<file path="src/rtl/mem_access_pkg.sv">
// mem_access_pkg: size/state encodings and byte-lane helpers for the memory access controller
package mem_access_pkg;
  typedef enum logic [1:0] {SZ_BYTE = 2'b00, SZ_HALF = 2'b01, SZ_WORD = 2'b10, SZ_ILL = 2'b11} size_e;
  typedef enum logic [1:0] {ST_IDLE, ST_ACCESS, ST_RESP} state_e;
  function automatic logic [3:0] byte_en(input size_e size, input logic [1:0] off);
    return size == SZ_BYTE ? 4'b0001 << off : size == SZ_HALF ? 4'b0011 << off :
           size == SZ_WORD ? 4'b1111 : 4'b0000;
  endfunction
  function automatic logic misaligned(input size_e size, input logic [1:0] off);
    return size == SZ_ILL || (size == SZ_HALF && off[0]) || (size == SZ_WORD && off != 2'b00);
  endfunction
endpackage

</file>
<file path="src/rtl/mem_lane_align.sv">
// mem_lane_align: replicates store data across lanes and shifts/extends load data
module mem_lane_align
  import mem_access_pkg::*;
(
  input  size_e       size,
  input  logic [1:0]  off,
  input  logic        sgn,
  input  logic [31:0] wdata,
  input  logic [31:0] rdata,
  output logic [31:0] wdata_rep,
  output logic [31:0] rdata_ext
);
  logic [31:0] sh;
  always_comb begin
    sh = rdata >> {off, 3'b000};
    wdata_rep = size == SZ_BYTE ? {4{wdata[7:0]}} : size == SZ_HALF ? {2{wdata[15:0]}} : wdata;
    rdata_ext = size == SZ_BYTE ? {{24{sgn & sh[7]}}, sh[7:0]} :
                size == SZ_HALF ? {{16{sgn & sh[15]}}, sh[15:0]} : sh;
  end
endmodule

</file>
<file path="src/rtl/mem_access_ctrl.sv">
// mem_access_ctrl: CPU-side load/store controller for a 32-word byte-enabled RAM
module mem_access_ctrl
  import mem_access_pkg::*;
#(
  parameter int ADDR_W = 7,
  parameter int CNT_W  = 16
) (
  input  logic              clk,
  input  logic              resetn,
  input  logic              req_valid,
  output logic              req_ready,
  input  logic              req_wr,
  input  logic [1:0]        req_size,
  input  logic              req_signed,
  input  logic [ADDR_W-1:0] req_addr,
  input  logic [31:0]       req_wdata,
  output logic              resp_valid,
  input  logic              resp_ready,
  output logic [31:0]       resp_rdata,
  output logic              resp_err,
  output logic [3:0]        ram_wen,
  output logic [ADDR_W-3:0] ram_addr,
  output logic [31:0]       ram_wdata,
  input  logic [31:0]       ram_rdata,
  output logic [CNT_W-1:0]  ld_cnt,
  output logic [CNT_W-1:0]  st_cnt,
  output logic [CNT_W-1:0]  err_cnt
);
  state_e      state, state_nx;
  size_e       r_size, al_size;
  logic        r_wr, r_sgn, accept, done, err_in;
  logic [1:0]  r_off, al_off;
  logic [3:0]  r_wen;
  logic [31:0] wdata_rep, rdata_ext;
  assign accept     = req_valid && req_ready;
  assign done       = resp_valid && resp_ready;
  assign err_in     = misaligned(size_e'(req_size), req_addr[1:0]);
  assign req_ready  = resetn && state == ST_IDLE;
  assign resp_valid = state == ST_RESP;
  // Combinational from state so an async reset kills the write strobe at once
  assign ram_wen    = state == ST_ACCESS && r_wr ? r_wen : 4'b0000;
  // One aligner serves both paths: request fields in IDLE, captured fields in ACCESS
  assign al_size    = state == ST_IDLE ? size_e'(req_size) : r_size;
  assign al_off     = state == ST_IDLE ? req_addr[1:0] : r_off;
  mem_lane_align u_align (
    .size      (al_size),
    .off       (al_off),
    .sgn       (r_sgn),
    .wdata     (req_wdata),
    .rdata     (ram_rdata),
    .wdata_rep (wdata_rep),
    .rdata_ext (rdata_ext)
  );
  always_ff @(posedge clk or negedge resetn)
    if (!resetn) state <= ST_IDLE;
    else state <= state_nx;
  always_comb begin
    state_nx = state == ST_IDLE   ? (accept ? (err_in ? ST_RESP : ST_ACCESS) : ST_IDLE) :
               state == ST_ACCESS ? ST_RESP : (done ? ST_IDLE : ST_RESP);
  end
  always_ff @(posedge clk or negedge resetn)
    if (!resetn) begin
      r_wr       <= 1'b0;
      r_size     <= SZ_BYTE;
      r_sgn      <= 1'b0;
      r_off      <= 2'b00;
      r_wen      <= 4'b0000;
      resp_err   <= 1'b0;
      resp_rdata <= '0;
      ram_addr   <= '0;
      ram_wdata  <= '0;
      ld_cnt     <= '0;
      st_cnt     <= '0;
      err_cnt    <= '0;
    end else begin
      if (accept) begin
        r_wr       <= req_wr;
        r_size     <= size_e'(req_size);
        r_sgn      <= req_signed;
        r_off      <= req_addr[1:0];
        r_wen      <= byte_en(size_e'(req_size), req_addr[1:0]);
        resp_err   <= err_in;
        resp_rdata <= '0;
        if (!err_in) ram_addr <= req_addr[ADDR_W-1:2];
        if (!err_in && req_wr) ram_wdata <= wdata_rep;
      end
      if (state == ST_ACCESS && !r_wr) resp_rdata <= rdata_ext;
      if (done) begin
        if (resp_err) err_cnt <= err_cnt + CNT_W'(1);
        else if (r_wr) st_cnt <= st_cnt + CNT_W'(1);
        else ld_cnt <= ld_cnt + CNT_W'(1);
      end
    end
endmodule

</file>
<file path="config.mk">
export PLATFORM = sky130hd
export DESIGN_NAME = mem_access_ctrl
export DESIGN_NICKNAME = d
export VERILOG_FILES = /design/src/rtl/mem_access_pkg.sv /design/src/rtl/mem_lane_align.sv /design/src/rtl/mem_access_ctrl.sv
export SDC_FILE = /design/constraint.sdc
export NUM_CORES = 1
export LEC_CHECK = 0
export CAP_MARGIN = 30
export CORE_AREA = 3 3 130 132
export CTS_BUF_LIST = sky130_fd_sc_hd__clkbuf_16
export DETAILED_ROUTE_END_ITERATION = 16
export DIE_AREA = 0 0 133 135
export PLACE_DENSITY = 0.87
export SYNTH_ARGS = -nofsm -noshare
export SYNTH_HDL_FRONTEND = slang
export SYNTH_HIERARCHICAL = 1
export SYNTH_SLANG_ARGS = --single-unit
</file>
<file path="constraint.sdc">
create_clock -name clk -period 2.4 [get_ports clk]
set_input_delay 0.48 -clock clk [delete_from_list [all_inputs] [get_ports clk]]
set_output_delay 0.48 -clock clk [all_outputs]
set_load 0.005 [all_outputs]
</file>
[Yosys cells after proc, flatten, opt, wreduce, memory -nomap -nowiden]
Index checks and enable logic that the tools add are counted.
Word-level totals
  output and inout bits: 124
  register bits after elaboration: 130
  word-level logic and storage cells: 69
  input bits: 79
Operators by class
  bitwise gates (word level): 5
  reductions and logical operators: 22
  $add $sub $neg: 3
  equality and inequality tests: 6
  shifts and indexed selects: 3
  multiplexer cells: 17
Operators with widths (count)
  32-bit 2-to-1 mux: 6
  16-bit by 1-bit adder with 16-bit output, second input constant: 3
  32-bit by 5-bit >> shifter with 32-bit output: 1
  4-bit 2-to-1 mux: 4
  2-bit 2-to-1 mux: 7
  1-bit logical AND: 8
  2-bit by 1-bit equality test with 1-bit output, second input constant: 3
  2-bit equality test, second input constant: 3
  2-bit zero test: 3
  2-bit AND reduction: 3
  3-bit AND reduction: 2
  2-bit nonzero test: 2
  1-bit by 2-bit << shifter with 4-bit output, first input constant: 1
  2-bit by 2-bit << shifter with 4-bit output, first input constant: 1
  1-bit NOT: 3
  1-bit AND: 2
  1-bit zero test: 2
  1-bit logical OR: 2

[Depth between registers and ports, before layout]
Gate-level depths: netlist of run 1.
  depth after elaboration: 7
  depth in mapped cells: 10
  gate-level depth less buffers: 7

[Hierarchy]
Netlist of run 1, hierarchy kept.
Modules (own cells, without submodules)
  mem_access_ctrl: area each 5642.9 um^2, cells an instance 476, instances 1, seq. area each 3253.1 um^2
  mem_lane_align: area each 1336.3 um^2, cells an instance 177, instances 1, seq. area each 0.0 um^2

[Least setup slack after synthesis of run 1]
No wires, ideal clock.
  path type: register to register
  start: reg state[0]
  end: reg ram_wdata[14]
  buffers on the path: 2
  data required time: 2275 ps
  arrival: 2160 ps
  cell stages (with the launch flop): 8
  clock period less this slack: 2286 ps
  setup slack: 114 ps
  setup time: 125 ps
  cells stage by stage: dfrtp_1 nor2_4 mux2_2 buf_6 nor2_4 buf_2 mux2_1 mux2_4
On the way
  longest elaborated chain between the ends: 4
  elaborated cells between the ends (all ways): 7
  those cells by class: 2 x mux; 5 x reduce/logical
RTL lines
  start, declared: RTL line mem_access_ctrl.sv:29  | state_e state, state_nx;
  start signal, assigned: RTL line mem_access_ctrl.sv:56  | else state <= state_nx;
  2-bit zero test: RTL line mem_access_ctrl.sv:43  | assign al_size = state == ST_IDLE ? size_e'(req_size) : r_size;
  2-bit 2-to-1 mux: RTL line mem_access_ctrl.sv:43
  net al_size[0]: RTL line mem_access_ctrl.sv:30  | size_e r_size, al_size;
  2-bit zero test: RTL line mem_lane_align.sv:16  | wdata_rep = size == SZ_BYTE ? {4{wdata[7:0]}} : size == SZ_HALF ? {2{wdata[15:0]}} : wdata;
  32-bit 2-to-1 mux: RTL line mem_lane_align.sv:16
  net wdata_rep[14]: RTL line mem_access_ctrl.sv:34  | logic [31:0] wdata_rep, rdata_ext;
  end signal, assigned: RTL line mem_access_ctrl.sv:85  | if (!err_in && req_wr) ram_wdata <= wdata_rep;
  end, declared: RTL line mem_access_ctrl.sv:23  | output logic [31:0] ram_wdata,
The timed path passes the listed nets, and every way through them passes these cells.
A chain may end at the register's enable or synchronous reset.

[Worst setup path after layout of run 1]
  start: reg state[0]
  end: reg resp_rdata[21]
On the way
  longest elaborated chain between the ends: 7
  elaborated cells between the ends (all ways): 16
  those cells by class: 2 x eq/ne; 1 x shift; 5 x mux; 2 x bitwise; 6 x reduce/logical
RTL lines
  2-bit zero test *: RTL line mem_access_ctrl.sv:44  | assign al_off = state == ST_IDLE ? req_addr[1:0] : r_off;
  2-bit 2-to-1 mux *: RTL line mem_access_ctrl.sv:44
  net al_off[0]: RTL line mem_access_ctrl.sv:32  | logic [1:0] r_off, al_off;
  32-bit by 5-bit >> shifter with 32-bit output *: RTL line mem_lane_align.sv:15  | sh = rdata >> {off, 3'b000};
  1-bit AND: RTL line mem_lane_align.sv:18  | size == SZ_HALF ? {{16{sgn & sh[15]}}, sh[15:0]} : sh;
  32-bit 2-to-1 mux: RTL line mem_lane_align.sv:18
  32-bit 2-to-1 mux *: RTL line mem_lane_align.sv:17  | rdata_ext = size == SZ_BYTE ? {{24{sgn & sh[7]}}, sh[7:0]} :
  net rdata_ext[21]: RTL line mem_access_ctrl.sv:34
  32-bit 2-to-1 mux *: RTL line mem_access_ctrl.sv:87  | if (state == ST_ACCESS && !r_wr) resp_rdata <= rdata_ext;
  end signal, assigned: RTL line mem_access_ctrl.sv:87
  end, declared: RTL line mem_access_ctrl.sv:19  | output logic [31:0] resp_rdata,
The timed path passes the listed nets; every way through them passes the cells marked *.

==> results of run 1 <==
## layout make-up
cell class	count	area [um2]	share of cell area, %
inverters	12	45.0	0.452
well taps	216	270	2.71
multi-input cells	466	3440	34.6
flip-flops and latches	130	3250	32.7
clock buffers	17	425	4.27
clock inverters	15	149	1.50
repair buffers	240	2370	23.8
## stage by stage
stage	cell area (um2)	TNS, ps	utilization (%)
after floorplan	6980	0	-
after global placement	9310	-4300	58.8
after detailed placement	9310	-5120	58.8
after CTS	9890	0	62.5
after global routing	9960	0	62.9
final	9960	0	62.9
## final timing paths
path / from / end / cells past startpoint
max: state[0] / resp_rdata[21] / 8
min: r_wen[1] / r_wen[1] / 2
max reg2reg: state[0] / resp_rdata[21] / 8
min reg2reg: r_wen[1] / r_wen[1] / 2
max in group asynchronous: resetn / resp_rdata[24] / 3
min in group asynchronous: resetn / ld_cnt[4] / 3
## synth_stat cells, types with 12 or more instances
library cell | n | area (um2)
a21oi_1 | 17 | 85.1
buf_2 | 15 | 75.1
buf_4 | 13 | 97.6
clkbuf_1 | 12 | 45.0
dfrtp_1 | 130 | 3250
inv_1 | 12 | 45.0
mux2_2 | 37 | 417
mux2_4 | 30 | 450
mux2i_1 | 19 | 190
nand2_1 | 123 | 462
nand3_1 | 13 | 65.1
o21ai_0 | 47 | 235
xnor2_1 | 25 | 219
xor2_1 | 21 | 184
## report_power, final
group	internal [W]	total, W	switching [W]
clock	0.00160	0.00255	0.000951
sequential	0.00265	0.00299	0.000347
combinational	0.00163	0.00265	0.00102
## logic make-up (layout without fill, tap and decap cells)
logic type	Yosys count	after routing	share of synthesized area, %
xor+xnor	46	46	5.77
buf+inv	58	284	4.63
simple gates	220	220	16.5
fa+ha+maj	7	7	1.25
mux	88	88	15.5
compound gates	104	105	9.79
flops	130	130	46.6
## worst max-delay path: cells and delay by family (launching register included)
family | cells | cell delay, ps
AOI/OAI and AO/OA | 3 | 630
buffers and inverters | 1 | 130
DFF | 1 | 410
muxes | 1 | 370
and+or+nand+nor | 3 | 690
## state kept, by name, indices dropped and copies added, names as in the netlist, 2 cells and up
| name | cells |
|---|---|
| ram_wdata | 32 |
| resp_rdata | 32 |
| err_cnt | 16 |
| ld_cnt | 16 |
| st_cnt | 16 |
| ram_addr | 5 |
| r_wen | 4 |
| r_off | 2 |
| r_size | 2 |
| state | 2 |
## metal layers
layer / track usage (%) / wire, um / vias to the layer above
met3: 5.55 / 1360 / 26
met5: 0 / 0 / -
met2: 34.1 / 9110 / 239
met1: 26.6 / 7770 / 2762
li1: - / - / 2688
met4: 7.27 / 327 / 0
## cell usage in the layout (no fill, tap or decap), types with 7 or more instances in the layout
master and instances:
a21oi_1 17, buf_4 33, mux2_2 37, dfrtp_1 130, inv_1 13, nand2_1 123
a211oi_1 7, clkdlybuf4s50_1 197, nor2_1 10, ha_1 7, clkbuf_16 17, xnor2_1 25
and3_1 9, mux2i_1 19, nor2b_1 8, o21ai_0 47, and4_1 7, nand3_1 13
mux2_4 30, xor2_1 21, a21boi_1 8, o211ai_2 10
## repair_timing
item	4_1_cts	5_1_grt
hold buffers	0	1
endpoints found under the setup margin	12	13
pin swaps	0	1
cloned	0	1
hold endpoints to repair	0	2
gates resized for setup	2	7
==> summary.md, run 1 <==
| Metric | Value |
|---|---|
| Status | finished, final reports clean |
| R2R Setup Slk | 100 ps |
| Synth warnings | 6 |
| Leakage | 4.50 nW |
| CP max stage cell | or3b_4 |
| DIE AREA | 18000 um2 |
| Global Route Usage Sum | 20.8% |
| Vias per cell | 5.21 |
| CORE AREA | 15800 um2 |
| Max-cap violations | 0 |
| Flops & latches, synth | 130 |
| Synthesized area per cell | 10.7 um2 |
| Worst-Skew Late Latency | 410 ps |
| CTS tree | built |
| Post-Layout Cell Count | 1096 |
| Actual slew at the worst max-slew pin | 740 ps |
| Peak Freq | 435 MHz |
| Seq/Total Area, Yosys | 46.6% |
| Power, Total | 0.00820 W |
| Wirelength, routed | 18600 um |
| CP startpoint kind | flip-flop |
| Initial antenna violation count | 0 |
| Max-slew violations | 0 |
| Net Count, Synth | 739 |
| Cell variety after synth | 58 |
| CTS H-tree lvls | 4 |
| Tightest Hold Check Type | flip-flop to flip-flop |
| DRC violations left | 0 |
| Global-route wire length before repair | 29900 um |
| Peak fanout along the critical path | 8 |
| Wire per inst | 16.9 um |
| Clock transition at path regs | 60 ps |
| Skew final | 11.9 ps |
| Layout cells sized above 1 | 18.6% |
| Final setup violation count | 0 |
| Place WS | -317 ps |
| VDD IR max | 561 uV |
| CP peak stage delay | 430 ps |
| Period minus WS final | 2300 ps |
| NumNets Final | 953 |
| Worst rel slew slack | 50.6% |
| Data required, critical path | 2710 ps |
| Synth async-reset ratio | 100% |
| GRT overflow | 0 |
| Buffers on Ports | 202 |
| Initial DRC Count | 282 |
| Clock buffer count from CTS | 17 |
| Fill cell count | 1241 |
| Die width | 133 um |
| Detail Route Antenna Nets | 0 |
| Mapped Cells | 653 |
| Crit end category | flip-flop |
| # diodes | 0 |
| Number of rows in the core area | 46 |
| Initial Util | 44.1% |
| Arrival @ worst endpoint | 2620 ps |
| DP HPWL | 13300 um |
| Post-CTS setup buffer count | 0 |
| Post-route clock period utilization | 95.9% |
| Routed vias | 5715 |
| Top_reg_cell synth | dfrtp_1 |
| RSZ-0062 raised after global routing | no |
| Pin count of the biggest net entering global routing | 78 |
| Root Driver | clkbuf_16 |
| Setup WS post-layout | 98.9 ps |
| Synth-to-Final Area Change | 42.7% |
| PD cells | 823 nW/um2 |
| Clock Path Buffers | 2 |
| Placed insts | 1061 |
| Vert. Die Dim | 135 um |
| Path type of the worst setup path | flip-flop to flip-flop |
| Top Ports | 203 |
| Post-Syn Area | 6980 um2 |
| CTS Sinks | 130 |
| Crit path cell chain | nor2_4 > buf_4 > mux2_2 > or3b_4 > a211o_4 > o211ai_2 > nand2_1 > o21ai_0 |
| Vias in the first global route | 5837 |
| EDFF count, synth | 0 |
| Routability cong. | 0.823 |
| Final hold violations | 0 |
| Hold WS | 464 ps |
| TritonRoute pass-1 iters | 5 |
No activity file was read; power rests on OpenSTA's default activity.
==> run 2, diff against run 1 <==
CORE_AREA = 3 3 172 174   (was 3 3 130 132)
DIE_AREA = 0 0 175 177   (was 0 0 133 135)
PLACE_DENSITY = 0.59   (was 0.87)
==> summary.md, run 2 (same netlist as run 1, synthesis figures left out) <==
| Metric | Value |
|---|---|
| Status | finished, final reports clean |
| Commonest non-fill, non-tap cell in the layout | clkdlybuf4s50_1 |
| Setup WS post-layout | 142 ps (+43.5 ps) |
| Leakage | 4.52 nW (+0.56%) |
| Die width | 175 um (+32%) |
| Pin count of the biggest net entering global routing | 54 (-31%) |
| Worst rel slew slack | 49.9% (-0.72 points) |
| Synth-to-Final Area Change | 45.8% |
| Routed vias | 5475 (-4.2%) |
| Period minus WS final | 2260 ps (-43.5 ps) |
| CTS tree | built |
| Actual slew at the worst max-slew pin | 751 ps (+10.8 ps) |
| FF-to-FF path depth | 7 (-1) |
| CTS H-tree lvls | 4 (unchanged) |
| Initial Util | 25.0% (-19 points) |
| Place WS | -126 ps (+191 ps) |
| TritonRoute pass-1 iters | 4 (-1) |
| Max-slew violations | 0 (unchanged) |
| Arrival @ worst endpoint | 2570 ps (-50 ps) |
| VDD IR max | 484 uV (-14%) |
| Vert. Die Dim | 177 um (+31%) |
| Initial DRC Count | 244 (-13%) |
| CORE AREA | 27900 um2 (+76%) |
| Path type of the worst setup path | flip-flop to flip-flop |
| GRT overflow | 0 (unchanged) |
| Crit end category | flip-flop |
| Regs by FF count | ram_wdata (32), resp_rdata (32) |
| PD cells | 825 nW/um2 (+0.18%) |
| Global-route wire length before repair | 32500 um (+8.4%) |
| Post-route clock period utilization | 94.1% (-1.8 points) |
| Data required, critical path | 2720 ps (about the same) |
| Number of rows in the core area | 61 (+33%) |
| Skew final | 14.2 ps (+2.26 ps) |
| Hold WS | 465 ps (+1.43 ps) |
| CP startpoint kind | flip-flop |
| Clock transition at path regs | 60 ps (about the same) |
| Vias per cell | 4.36 (-16%) |
| Clock Path Buffers | 2 (unchanged) |
| Detail Route Antenna Nets | 0 (unchanged) |
| Tightest Hold Check Type | primary input to async pin |
| Initial antenna violation count | 1 (+1) |
| Final hold violations | 0 (unchanged) |
| Peak fanout along the critical path | 16 (+8) |
| Layout cells sized above 1 | 18.5% (-0.16 points) |
| DIE AREA | 31000 um2 (+73%) |
| DP HPWL | 15200 um (+14%) |
| Root Driver | clkbuf_16 |
| Vias in the first global route | 5630 (-3.5%) |
| CTS Sinks | 130 (unchanged) |
| Most frequent cells in the layout | 196 x clkdlybuf4s50_1, 130 x dfrtp_1, 123 x nand2_1 |
| Buffers on Ports | 202 (unchanged) |
| NumNets Final | 950 (-0.31%) |
| Peak Freq | 443 MHz (+1.9%) |
| Max-cap violations | 0 (unchanged) |
| DRC violations left | 0 (unchanged) |
| Global Route Usage Sum | 13.3% (-7.5 points) |
| RSZ-0062 raised after global routing | no |
| Wirelength, routed | 20500 um (+10%) |
| Clock buffer count from CTS | 17 (unchanged) |
| Worst-Skew Late Latency | 410 ps (about the same) |
| Routability cong. | 0.758 (-8.0%) |
| Top Ports | 203 (unchanged) |
| Wire per inst | 16.3 um (-4.0%) |
| Final setup violation count | 0 (unchanged) |
## run 2: cell count changes in the layout (fill, tap and decap cells not counted), moves of 2 or more
| cell | delta |
|---|---|
| clkinv_4 | +3 |
| clkinv_2 | -2 |
| nor2b_1 | +2 |
| buf_4 | -3 |
| diode_2 | +2 |
| nor2b_2 | -2 |
| clkinv_1 | -4 |
## run 2: timing repair
action / 4_1_cts / 5_1_grt
resized for setup: 2 / 4
setup buffers: 0 / 0
endpoints found under the hold margin: 5 / 0
hold buffers: 1 / 0
cloned: 0 / 0
endpoints found under the setup margin: 4 / 4
## run 2: layer usage
metal	up-vias	share of wire, %	global-route usage (%)
met1	2647	47	18.2
met2	146	46	20.9
met5	-	0	0
met3	13	5.6	3.52
li1	2669	-	-
met4	0	1.2	3.32
## run 2: where the power goes
group	total [W]	switching, W	internal (W)	leakage [nW]
sequential	0.00298	0.000341	0.00264	1.69
clock	0.00276	0.00103	0.00173	0.297
combinational	0.00265	0.00102	0.00163	2.53
## run 2: final timing paths
kind                        startpoint             end  slack (ps)
setup / recovery              state[0]  resp_rdata[31]         140
hold / removal                  resetn        r_wen[1]         470
min in group clk           err_cnt[15]     err_cnt[15]         470
hold reg to reg            err_cnt[15]     err_cnt[15]         470
setup reg to reg              state[0]  resp_rdata[31]         140
max in group asynchronous       resetn   ram_wdata[30]        1050
## run 2: area by class of cell
cell class	instances	area, um2
fillers	2839	17800
inverters	12	45.0
multi-input cells	465	3410
flip-flops and latches	130	3250
clock buffers	17	425
well taps	378	473
diodes	2	5.00
repair buffers	238	2370
clock inverters	15	193
## run 2: worst max-delay path, stage by stage, from the launching register on
cell and delay, ps:
dfrtp_1 400, nor2_4 210, mux2_2 400, or3b_1 370
a211o_2 470, o211ai_1 160, nand2_1 70, o21ai_0 90
## run 2: per-stage QoR
step	instance area [um2]	util [%]	std cells	power, W	setup TNS (ps)
finish	10200	36.4	1257	0.00839	0
global route	10200	36.4	1256	0.00889	0
CTS	10200	36.4	1255	0.00856	0
detailed placement	9540	34.1	1222	0.00570	-1380
global placement	9510	34.0	1221	0.00567	-728
floorplan	6980	-	653	0.00423	0
